`src/rtl/tft_spi_arbiter.sv`:
```
// Round-robin arbiter sharing one tft_spi byte transmitter among N_REQ requesters.
// Owners hand over only through DRAIN, so a byte in flight always completes first.
module tft_spi_arbiter #(
    parameter int N_REQ   = 3,
    parameter int TIMEOUT = 1024
) (
    input  logic                 clk,
    input  logic                 rst,
    input  logic [N_REQ-1:0]     req,
    input  logic [8*N_REQ-1:0]   req_data,
    input  logic [N_REQ-1:0]     req_dc,
    input  logic [N_REQ-1:0]     req_transmit,
    input  logic                 spi_busy,
    output logic [7:0]           spi_data,
    output logic                 spi_dc,
    output logic                 spi_transmit,
    output logic [N_REQ-1:0]     grant,
    output logic                 timeout_err
);

    localparam int IW = (N_REQ > 1) ? $clog2(N_REQ) : 1;
    localparam logic [1:0] IDLE  = 2'd0;
    localparam logic [1:0] GRANT = 2'd1;
    localparam logic [1:0] DRAIN = 2'd2;
    localparam logic [15:0] TO_LAST = 16'(TIMEOUT - 1);

    logic [1:0]       state_r;
    logic [N_REQ-1:0] grant_r;
    logic [N_REQ-1:0] mask_r;
    logic [IW-1:0]    ptr_r;
    logic [15:0]      cnt_r;
    logic             timeout_err_r;

    logic [N_REQ-1:0] eligible_s;
    logic [N_REQ-1:0] sel_onehot_s;
    logic [IW-1:0]    sel_s;
    logic [IW-1:0]    ptr_next_s;
    logic             found_s;
    logic             owner_req_s;
    logic             activity_s;
    logic             expire_s;

    // Round-robin search over unmasked requests, starting at ptr_r
    always_comb begin
        int idx;
        eligible_s   = req & ~mask_r;
        found_s      = 1'b0;
        sel_s        = {IW{1'b0}};
        sel_onehot_s = {N_REQ{1'b0}};
        for (int k = 0; k < N_REQ; k++) begin
            idx = int'(ptr_r) + k;
            idx = (idx >= N_REQ) ? idx - N_REQ : idx;
            if (!found_s && eligible_s[idx]) begin
                found_s           = 1'b1;
                sel_s             = IW'(idx);
                sel_onehot_s[idx] = 1'b1;
            end else begin
                found_s = found_s;
            end
        end
        ptr_next_s = (sel_s == IW'(N_REQ - 1)) ? {IW{1'b0}} : sel_s + IW'(1);
    end

    // Route the owner's byte, dc and strobe; grant_r is zero outside GRANT
    always_comb begin
        spi_data     = 8'h00;
        spi_dc       = 1'b0;
        spi_transmit = 1'b0;
        for (int i = 0; i < N_REQ; i++) begin
            if (state_r == GRANT && grant_r[i]) begin
                spi_data     = spi_data | req_data[8*i +: 8];
                spi_dc       = spi_dc | req_dc[i];
                spi_transmit = spi_transmit | req_transmit[i];
            end else begin
                spi_data = spi_data;
            end
        end
    end

    // Ownership status and idle-timeout detection
    always_comb begin
        owner_req_s = |(req & grant_r);
        activity_s  = spi_transmit | spi_busy;
        expire_s    = (state_r == GRANT) && !activity_s && (cnt_r == TO_LAST);
    end

    // Arbitration state machine, timeout counter and requester masking
    always_ff @(posedge clk) begin
        if (!rst) begin
            state_r       <= IDLE;
            grant_r       <= {N_REQ{1'b0}};
            mask_r        <= {N_REQ{1'b0}};
            ptr_r         <= {IW{1'b0}};
            cnt_r         <= 16'd0;
            timeout_err_r <= 1'b0;
        end else begin
            timeout_err_r <= 1'b0;
            // A mask bit only survives while its requester keeps req high
            mask_r        <= mask_r & req;
            case (state_r)
                IDLE: begin
                    cnt_r <= 16'd0;
                    if (found_s) begin
                        state_r <= GRANT;
                        grant_r <= sel_onehot_s;
                        ptr_r   <= ptr_next_s;
                    end else begin
                        grant_r <= {N_REQ{1'b0}};
                    end
                end
                GRANT: begin
                    if (expire_s) begin
                        state_r       <= DRAIN;
                        grant_r       <= {N_REQ{1'b0}};
                        timeout_err_r <= 1'b1;
                        mask_r        <= (mask_r | grant_r) & req;
                        cnt_r         <= 16'd0;
                    end else if (!owner_req_s) begin
                        state_r <= DRAIN;
                        grant_r <= {N_REQ{1'b0}};
                        cnt_r   <= 16'd0;
                    end else if (activity_s) begin
                        cnt_r <= 16'd0;
                    end else begin
                        cnt_r <= cnt_r + 16'd1;
                    end
                end
                DRAIN: begin
                    grant_r <= {N_REQ{1'b0}};
                    if (!spi_busy) begin
                        state_r <= IDLE;
                    end else begin
                        state_r <= DRAIN;
                    end
                end
                default: begin
                    state_r <= IDLE;
                    grant_r <= {N_REQ{1'b0}};
                    cnt_r   <= 16'd0;
                end
            endcase
        end
    end

    assign grant       = grant_r;
    assign timeout_err = timeout_err_r;

endmodule

```
`config.mk`:
```
export PLATFORM = sky130hd
export DESIGN_NAME = tft_spi_arbiter
export DESIGN_NICKNAME = d
export VERILOG_FILES = /design/src/rtl/tft_spi_arbiter.sv
export SDC_FILE = /design/constraint.sdc
export NUM_CORES = 1
export LEC_CHECK = 0
export BUFFER_PORTS_ARGS = -buffer_cell sky130_fd_sc_hd__buf_2
export CORE_AREA = 5 5 71 73
export CTS_BUF_LIST = sky130_fd_sc_hd__clkbuf_8
export DETAILED_ROUTE_END_ITERATION = 6
export DIE_AREA = 0 0 76 78
export PLACE_DENSITY_LB_ADDON = 0.12
export SYNTH_ARGS = -nofsm -noshare
export SYNTH_HDL_FRONTEND = slang
export SYNTH_SLANG_ARGS = --single-unit
```
`constraint.sdc`:
```
create_clock -name clk -period 6.2 [get_ports clk]
set_input_delay 0.31 -clock clk [delete_from_list [all_inputs] [get_ports clk]]
set_output_delay 0.31 -clock clk [all_outputs]
set_load 0.005 [all_outputs]
```
After elaboration in Yosys (flattened, before gate mapping)
Index checks and enable logic that the tools add are counted.
{"block": "op_classes", "bitwise": 15, "n_lt_le_gt_ge": 9, "mux": 53, "eq_ne": 6, "n_reduce_logical": 18, "n_addsub": 7}
{"cell": "32-bit by 1-bit >= comparator with 1-bit output, second input constant", "count": 3}
{"cell": "32-bit by 4-bit < comparator with 1-bit output, second input constant", "count": 3}
{"cell": "32-bit two-way mux", "count": 3}
{"cell": "16-bit two-way mux", "count": 3}
{"cell": "16-bit one-hot mux with 2 select lines", "count": 1}
{"cell": "3-bit two-way mux", "count": 8}
{"cell": "8-bit two-way mux", "count": 3}
{"cell": "1-bit two-way mux", "count": 19}
{"cell": "16-bit by 1-bit adder with 16-bit output, second input constant", "count": 1}
{"cell": "16-bit by 10-bit == test with 1-bit output, second input constant", "count": 1}
{"cell": "2-bit two-way mux", "count": 8}
{"cell": "8-bit OR", "count": 2}
{"cell": "3-bit AND", "count": 4}
{"cell": "1-bit logical AND", "count": 10}
{"cell": "3-bit OR", "count": 3}
{"cell": "3-bit by 2-bit subtractor with 4-bit output, second input constant", "count": 2}
{"cell": "1-bit binary-select mux with 2-bit select", "count": 3}
{"cell": "1-bit demux with 2-bit select", "count": 3}
{"cell": "3-bit by 2-bit >= comparator with 1-bit output, second input constant", "count": 2}
{"cell": "2-bit one-hot mux with 3 select lines", "count": 1}
{"cell": "3-bit one-hot mux with 2 select lines", "count": 1}
{"cell": "2-bit AND reduction", "count": 3}
{"cell": "1-bit OR", "count": 5}
{"cell": "2-bit == test, second input constant", "count": 2}
{"cell": "other kinds (12)", "count": 14}
{"block": "word_totals", "word_cells": 114, "out_inout_bits": 14, "regBits": 27, "input_bits": 36}

Logic depth before layout (Yosys ltp)
Gate-level depths: netlist of the first run.
{"block": "logic_depth", "depth_word": 14, "ltp_mapped": 8, "depth_no_buf": 7}

Least setup slack after synthesis of the first run
No wires, ideal clock.
{"block": "synth_timing", "path_type": "register to register", "start": "reg ptr_r[0]", "end": "reg grant_r[0], in the netlist grant[0]", "setup_ps": 60, "t_arrival_ps": 1982, "required_ps": 6140, "setup_slack_ps": 4159, "period_less_slack_ps": 2041, "n_path_buf": 1, "path_stages_with_launch": 9, "cell_sequence": "dfxtp_1 -> inv_1 -> ha_1 -> buf_2 -> and2_1 -> a311o_1 -> a211oi_4 -> o21bai_1 -> o311a_1"}
{"block": "synth_via", "elab_chain_len": 14, "word_cells_on_any_way": 49, "classes_between": "5 x add/sub; 9 x order compare; 26 x mux; 2 x bitwise; 7 x reduce/logical"}
{"item": "from (decl)", "line": "30", "rtl": "logic [IW-1:0] ptr_r;"}
{"item": "from (signal assigned)", "line": "93", "rtl": "ptr_r <= {IW{1'b0}};"}
{"item": "from (signal assigned)", "line": "106", "rtl": "ptr_r <= ptr_next_s;"}
{"item": "branches (longest 12 deep; another with 32-bit by 1-bit >= comparator with 1-bit output)"}
{"item": "3-bit two-way mux (*)", "line": "103", "rtl": "if (found_s) begin"}
{"item": "3-bit one-hot mux with 2 select lines (*)", "line": "100", "rtl": "case (state_r)"}
{"item": "to (signal assigned)", "line": "105", "rtl": "grant_r <= sel_onehot_s;"}
{"item": "to (signal assigned)", "line": "108", "rtl": "grant_r <= {N_REQ{1'b0}};"}
{"item": "to (signal assigned)", "line": "114", "rtl": "grant_r <= {N_REQ{1'b0}};"}
{"item": "to (decl)", "line": "28", "rtl": "logic [N_REQ-1:0] grant_r;"}
Mark *: on every way between the ends. The select of a mux whose other input is x is not followed.
A chain may end at the register's enable or synchronous reset.

Final worst setup path of the first run
Ends and elaborated chain as after synthesis.

==> run metrics, run 1 <==
outcome complete, no violations; # clock sinks 27; CORE AREA approximately 0.0043 mm²; cell type of the slowest stage on the worst timing path ha_1; cell area after synthesis 0.002006 mm²; static leakage approximately 0.9 nW; number of buffers inserted by port buffering slightly below 50; 1st-pass router iterations 5; largest area contributor in the synthesized netlist dfxtp_1; M3 GR Usage 0.03472; y dimension of the die 78 µm; initial antenna violation count 0; Num CTS Buffers 3; fmax approximately 420 MHz; Clk Tree Root Cell clkbuf_8; Max Cap Viol 0; number of failing hold endpoints at the final stage 0; most common cell after layout, fill and taps aside buf_2; busiest metal layer after global routing met2; total vias in the final route 2117; kind of start point of the critical path flop; post-route total power 0.0006042 W; Post-Route Utilization 0.5347; predominant post-synthesis flop cell dfxtp_1; area growth from synthesis to layout 14.47%; WP data arrival around 2.6 ns; routed via count divided by cell count about 5.9; Ys Warns 0; Max-slew headroom 0.4160; clock tree from TritonCTS built; post-synthesis sequential element count 27; synthesized instance count roughly 270; clock latency on the worst-skew pair between 0.2 and 0.3 ns; critical path data required time ~6.4 ns; Post-DRT Antenna Nets 0; HPWL after DPL between 3000 and 4000 µm; power per cell area approximately 260 mW/mm²; worst clock skew about 0.011 ns; Post-CTS Setup Repair Bufs 0; crit path time final 2.362 ns; RSZ-0062 raised after global routing no; global-route total usage across every layer 0.1716; vias in the first global route 1844; CP max stage delay about 0.49 ns; maximum number of buffers from clock root to sink 2; proportion of synthesized flip-flops having asynchronous set or reset 0; number of nets in the layout 347; total congestion overflow 0; clock transition at the registers of the reported paths 0.11 ns; Final Max Slew Viols 0; fraction of the yosys area taken by sequential cells 0.2695; worst min-delay path category input pin to flop; count of inserted antenna diode cells 0; Total Negative Setup Slacks 0 ns; largest net degree at the start of global routing 22; commonest cells after routing, fill and taps aside 49 x buf_2, 38 x nand2_1, 27 x dfxtp_1; number of levels the H-tree was split into 1; critical path cell sequence inv_1, ha_1, and2_1, a311o_1, a211oi_4, o21bai_1, o311a_1; Fill cells between 400 and 500; number of unique standard cell types used by synthesis 60; x dimension of the die around 76 µm; number of flops mapped to enable cells by yosys 0; biggest area contributors in the synthesized netlist dfxtp_1 27%, nand2_1 7.1%, a22oi_1 4.1%, a21oi_1 3.5%, nand3_1 3.2%; CP Buf/Inv Count 1; Total Routed Length about 5300 µm; DRC violation total after the first TritonRoute iteration 148; crit-path max FO 18; Yosys top cell area share 0.2695; area enclosed by the die boundary approximately 0.0059 mm²; Final setup violation count 0; initial cell density of the core 0.4671; Max IR drop VDD approximately 210 µV; type of element capturing the critical path flop; Setup CP Type flop to flop; mean cell area of the mapped netlist 7.456 µm²; portion of the clock cycle consumed by the worst path in the final layout 0.3810; met2 global-route usage 0.2654; Syn Nets between 300 and 400; Boundary Pins 50; Routed WL per cell approximately 15 µm; layout cell share with drive strength beyond 1 0.2000; CTS Hold Bufs 0; actual transition at the worst max-transition pin a little under 0.9 ns; Crit path max-delay family compound AO/OA/AOI/OAI gates; site row count 24; Residual DRC 0; total of cells resized after clock tree synthesis 0; GP Congestion approximately 0.87; met1 track utilization from global routing 0.2399; first-pass GRT wire length around 8700 µm
tightest hold or removal path, stage by stage:
cell and delay [ns]:
buf_2 0.12, nand2_1 0.06, nor2_1 0.04
metrics by stage:
| step | hold slack, ns | cell area, µm² | setup slack [ns] | std cells |
|---|---|---|---|---|
| 2_1_floorplan | 0.4292 | 2006 | 4.159 | 269 |
| 3_3_place_gp | 0.4760 | 2246 | 3.884 | 353 |
| 3_5_place_dp | 0.4846 | 2246 | 3.865 | 353 |
| 4_1_cts | 0.2749 | 2296 | 3.831 | 357 |
| 5_1_grt | 0.2796 | 2296 | 3.664 | 357 |
| 6_report | 0.2781 | 2296 | 3.838 | 357 |
Yosys cell counts (2+ instances only):
| cell | instances |
|---|---|
| and4_1 | 2 |
| ha_1 | 5 |
| a311oi_1 | 2 |
| a22oi_1 | 11 |
| and2_1 | 7 |
| nor4_1 | 4 |
| a22o_1 | 2 |
| a21oi_1 | 14 |
| nor2_1 | 17 |
| nor3_1 | 5 |
| o22ai_1 | 2 |
| nand4_1 | 8 |
| o21ai_0 | 13 |
| xnor2_1 | 2 |
| nand2_1 | 38 |
| nand2b_1 | 7 |
| dfxtp_1 | 27 |
| o21a_1 | 3 |
| nand4b_1 | 3 |
| a31oi_1 | 3 |
| nor3b_1 | 6 |
| inv_1 | 3 |
| o21ai_1 | 5 |
| a21o_1 | 5 |
| nand3_1 | 13 |
| a211oi_1 | 3 |
| nor2b_1 | 10 |
| and3_1 | 3 |
| clkbuf_1 | 14 |
| or3_1 | 2 |
kinds of logic after synthesis:
logic type,synth area share
flip-flops,0.2695
AO/OA/AOI/OAI,0.2832
AND/OR/NAND/NOR,0.3500
multiplexers,0.01060
buffers and inverters,0.04241
adder cells (fa/ha/maj),0.03119
XOR/XNOR,0.01310
final cells by class:
| class | instances | area, µm² | area share |
|---|---|---|---|
| Clock inverter | 1 | 8.758 | 0.003815 |
| Sequential cell | 27 | 540.5 | 0.2354 |
| Clock buffer | 3 | 41.29 | 0.01798 |
| Tap cell | 52 | 65.06 | 0.02834 |
| Inverter | 4 | 15.01 | 0.006540 |
| Timing Repair Buffer | 49 | 245.2 | 0.1068 |
| Multi-Input combinational cell | 221 | 1380 | 0.6011 |
flip-flops by register name, indices dropped and copies added, names as in the netlist:
| signal | cells |
|---|---|
| ptr_r | 2 |
| state_r | 2 |
| mask_r | 3 |
| cnt_r | 16 |
| timeout_err | 1 |
| grant | 3 |
routing by layer:
layer / vias up / part of all wire / wire length, µm
met4: 0 / 0.0099 / 52
li1: 1073 / - / -
met1: 986 / 0.49 / 2593
met5: - / 0 / 0
met2: 54 / 0.44 / 2294
met3: 4 / 0.062 / 327
path summary, 6_finish.rpt:
check | to | startpoint | cells after the start | slack, ns
max | grant[0] | ptr_r[0] | 7 | 3.84
min reg2reg | cnt_r[15] | cnt_r[15] | 2 | 0.50
min | mask_r[2] | req[2] | 3 | 0.28
max reg2reg | grant[0] | ptr_r[0] | 7 | 3.84
power breakdown:
part	internal, W	switching [W]	total [W]
combinational	0.000118	0.000169	0.000287
sequential	0.000189	0.0000176	0.000207
clock	0.0000474	0.0000632	0.000111
total	0.000355	0.000249	0.000604
No activity file was read; power rests on OpenSTA's default activity.
==> run 2, diff against run 1 <==
- clock period: 6.2 -> 2.34 ns (I/O delays scaled with it)
==> run metrics, run 2 (same netlist as run 1, synthesis figures left out) <==
fmax about 480 MHz; Post-DRT Antenna Nets 0; Boundary Pins 50; # clock sinks 27; critical path cell sequence inv_1, ha_1, and2_1, a311o_1, a211oi_4, o2111ai_1, a21oi_1; Setup CP Type flop to flop; power per cell area 700.2 mW/mm²; first-pass GRT wire length 8645 µm; worst r2r dst ptr_r[1]; outcome complete, no violations; total congestion overflow 0; CTS Hold Bufs 0; Max-slew headroom 0.7013; initial antenna violation count 0; Fill cells 419; post-route total power 0.001650 W; kind of start point of the critical path flop; 1st-pass router iterations 4; Total Negative Setup Slacks 0 ns; area growth from synthesis to layout 17.47%; Final setup violation count 0; Worst Reg2Reg Path Length in Cells 7; launch instance of the worst register-to-register path ptr_r[0]; worst min-delay path category input pin to flop; total vias in the final route ~2100; Post-CTS Setup Repair Bufs 0; number of failing hold endpoints at the final stage 0; CORE AREA 0.004294 mm²; finished layout cell area approximately 0.0024 mm²; portion of the clock cycle consumed by the worst path in the final layout 0.8919; RSZ-0062 raised after global routing no; number of flip-flops in the largest register 16; Post-Route Hold Slack 0.08517 ns; HPWL after DPL around 4000 µm; count of inserted antenna diode cells 0; number of nets in the layout between 300 and 400; total of cells resized after clock tree synthesis 0; Register-to-Register Setup Slack approximately 0.25 ns; vias in the first global route about 1800; clock transition at the registers of the reported paths roughly 0.11 ns; start point of the critical path ptr_r[0]; most common cell after layout, fill and taps aside buf_2; WP data arrival roughly 2.3 ns; layout cell share with drive strength beyond 1 0.2204; crit-path max FO 7; cell type of the slowest stage on the worst timing path dfxtp_1; commonest cells after routing, fill and taps aside 49 x buf_2, 38 x nand2_1, 27 x dfxtp_1; number of levels the H-tree was split into 1; start point of the worst min-delay path req[2]; actual transition at the worst max-transition pin 0.4446 ns; clock latency on the worst-skew pair 0.28 ns; type of element capturing the critical path flop; static leakage between 0.9 and 1 nW; hold endpoint mask_r[2]; site row count 24; y dimension of the die 78 µm; initial cell density of the core 0.4671; DRC violation total after the first TritonRoute iteration ~130; GP Congestion 0.9240; clock tree from TritonCTS built; number of buffers inserted by port buffering 49; critical path data required time about 2.6 ns; Clk Tree Root Cell clkbuf_8; global-route total usage across every layer 0.1690; Residual DRC 0; CP max stage delay 0.39 ns; area enclosed by the die boundary between 0.005 and 0.006 mm²; Num CTS Buffers 3; crit path time final 2.087 ns; Hold Path Cell Cnt 3; Biggest register cnt_r; Routed WL per cell about 14 µm; maximum number of buffers from clock root to sink 2; routed via count divided by cell count between 5 and 6; Final Max Slew Viols 0; Max IR drop VDD around 470 µV; area post-placement roughly 0.0023 mm²; Max Cap Viol 0; x dimension of the die ~76 µm; worst clock skew around 0.0094 ns; Total Routed Length between 5000 and 6000 µm; largest net degree at the start of global routing 21
-- run 2: cell types whose count changed in the layout (fill, tap and decap cells not counted) --
| cell | delta |
|---|---|
| buf_4 | +8 |
-- run 2: metrics by stage --
stage          cells  utilization  setup slack [ns]
6_report         365       0.5487            0.2530
5_1_grt          365       0.5487           0.09567
4_1_cts          365       0.5487            0.2486
3_5_place_dp     361       0.5370            0.2786
3_3_place_gp     361       0.5370            0.3267
2_1_floorplan    269            -            0.2987
-- run 2: layout make-up --
class                   instances  area (µm²)  area share
multi-input cells             221        1380      0.5858
flip-flops and latches         27       540.5      0.2294
repair buffers                 57       305.3      0.1296
well taps                      52       65.06     0.02762
clock buffers                   3       41.29     0.01753
inverters                       4       15.01    0.006373
clock inverters                 1       8.758    0.003717
-- run 2: worst max path at each step --
stage	end	slack (ns)	cells after the start
2_1_floorplan	grant[0]	0.30	8
3_3_place_gp	grant[0]	0.33	7
3_5_place_dp	ptr_r[1]	0.28	7
4_1_cts	grant[0]	0.25	7
5_1_grt	grant[0]	0.1	6
6_report	ptr_r[1]	0.25	7
-- run 2: worst max-delay path, delay by kind of cell, from the launching register on --
kind,cells,cell delay (ns)
AND/OR/NAND/NOR,1,0.18
buffers and inverters,1,0.08
adder cells (fa/ha/maj),1,0.30
flip-flops,1,0.39
AO/OA/AOI/OAI,4,1.07
-- run 2: report_power, final --
group / total (W) / internal, W / switching, W
Combinational: 0.000816 / 0.000351 / 0.000464
Sequential: 0.000547 / 0.000501 / 0.0000462
Clock: 0.000287 / 0.000125 / 0.000162
-- run 2: routing by layer --
metal | track usage | routed length, µm | vias to the layer above
met1 | 0.2414 | 2578 | 967
met3 | 0.03356 | 308 | 4
met5 | 0 | 0 | -
li1 | - | - | 1089
met4 | 0.03737 | 32 | 0
met2 | 0.2611 | 2372 | 54
==> run 3, diff against run 2 <==
- MAX_ROUTING_LAYER: unset -> met4
==> run metrics, run 3 (same netlist as run 1, synthesis figures left out) <==
Post-DRT Antenna Nets 0; RSZ-0062 raised after global routing no; maximum number of buffers from clock root to sink 2; number of nets in the layout ~360; critical path data required time about 2.6 ns; clock tree from TritonCTS built; Fill cells approximately 420; outcome complete, no violations; number of buffers inserted by port buffering 49; Boundary Pins 50; Max IR drop VDD ~470 µV; Final Max Slew Viols 0; Clk Tree Root Cell clkbuf_8; worst clock skew about 0.009 ns; commonest cells after routing, fill and taps aside 49 x buf_2, 38 x nand2_1, 27 x dfxtp_1; CORE AREA 0.004294 mm²; kind of start point of the critical path flop; count of inserted antenna diode cells 0; number of failing hold endpoints at the final stage 0; GP Congestion ~0.94; most common cell after layout, fill and taps aside buf_2; clock transition at the registers of the reported paths 0.11 ns; total congestion overflow 0; worst min-delay path category input pin to flop; fmax ~480 MHz; routed via count divided by cell count 5.860; initial cell density of the core 0.4671; site row count 24; Final setup violation count 0; Residual DRC 0; initial antenna violation count 0; Total Routed Length 5287 µm; type of element capturing the critical path flop; slack of the critical path between 0.2 and 0.3 ns; y dimension of the die 78 µm; total vias in the final route between 2000 and 2500; CP max stage delay just under 0.4 ns; total of cells resized after clock tree synthesis 0; x dimension of the die roughly 76 µm; WP data arrival roughly 2.3 ns; area growth from synthesis to layout 17.47%; layout cell share with drive strength beyond 1 0.2204; DRC violation total after the first TritonRoute iteration around 110; largest net degree at the start of global routing 21; crit-path max FO 7; Max-slew headroom 0.7040; vias in the first global route 1791; # clock sinks 27; clock latency on the worst-skew pair about 0.28 ns; number of levels the H-tree was split into 1; CTS Hold Bufs 0; Max Cap Viol 0; first-pass GRT wire length slightly below 9000 µm; Post-CTS Setup Repair Bufs 0; worst-case setup slack after placement approximately 0.28 ns; static leakage between 0.9 and 1 nW; Num CTS Buffers 3; HPWL after DPL 3970 µm; Total Negative Setup Slacks 0 ns; global-route total usage across every layer 0.1752; crit path time final ~2.1 ns; Routed WL per cell around 14 µm; portion of the clock cycle consumed by the worst path in the final layout 0.8925; actual transition at the worst max-transition pin between 0.4 and 0.5 ns; 1st-pass router iterations 5; area enclosed by the die boundary a little under 0.006 mm²; critical path cell sequence inv_1, ha_1, and2_1, a311o_1, a211oi_4, o2111ai_1, a21oi_1; Setup CP Type flop to flop; number of flip-flops in the largest register 16; Sequential Area approximately 540 µm²; power per cell area roughly 700 mW/mm²; multi-input logic area about 0.0014 mm²; Biggest register cnt_r; cell type of the slowest stage on the worst timing path dfxtp_1
run 3: cell counts in the layout (fill, tap and decap cells not counted):
No cell type changed its count.
run 3: per-stage QoR:
step                      cell area [µm²]  std cells  total power [W]  hold slack [ns]    util
after floorplan                      2006        269         0.001141           0.2362       -
after global placement               2306        361         0.001361           0.3756  0.5370
after detailed placement             2306        361         0.001369           0.3798  0.5370
after CTS                            2356        365         0.001663          0.07865  0.5487
after global routing                 2356        365         0.001779          0.09060  0.5487
final                                2356        365         0.001649          0.08602  0.5487
run 3: area by class of cell:
cell class                 instances  share of cell area
multi-input combinational        221              0.5858
sequential                        27              0.2294
timing repair buffer              57              0.1296
tap                               52             0.02762
clock buffer                       3             0.01753
inverter                           4            0.006373
clock inverter                     1            0.003717
run 3: per-layer routing:
layer	vias to the layer above	global-route usage	share of wire
li1	1090	-	-
met1	969	0.2435	0.47
met2	76	0.2603	0.45
met3	4	0.03704	0.073
met4	0	0.03737	0.0061
met5	-	-	0
run 3: final timing paths:
| kind | endpoint | start | depth (start not counted) | slack [ns] |
|---|---|---|---|---|
| max | ptr_r[1] | ptr_r[0] | 7 | 0.25 |
| min | mask_r[2] | req[2] | 3 | 0.09 |
| max reg2reg | ptr_r[1] | ptr_r[0] | 7 | 0.25 |
| min reg2reg | cnt_r[15] | cnt_r[15] | 2 | 0.50 |
run 3: critical path: cells and delay by family, from the launching register on:
| family | cells | cell delay [ns] |
|---|---|---|
| AOI/OAI and AO/OA | 4 | 1.07 |
| adders and majority gates | 1 | 0.30 |
| buffers and inverters | 1 | 0.08 |
| DFF | 1 | 0.39 |
| and+or+nand+nor | 1 | 0.18 |
run 3: power by group:
group / switching [W] / total (W) / internal (W)
registers: 0.0000459 / 0.000546 / 0.000501
logic: 0.000465 / 0.000816 / 0.000351
clock network: 0.000162 / 0.000287 / 0.000125
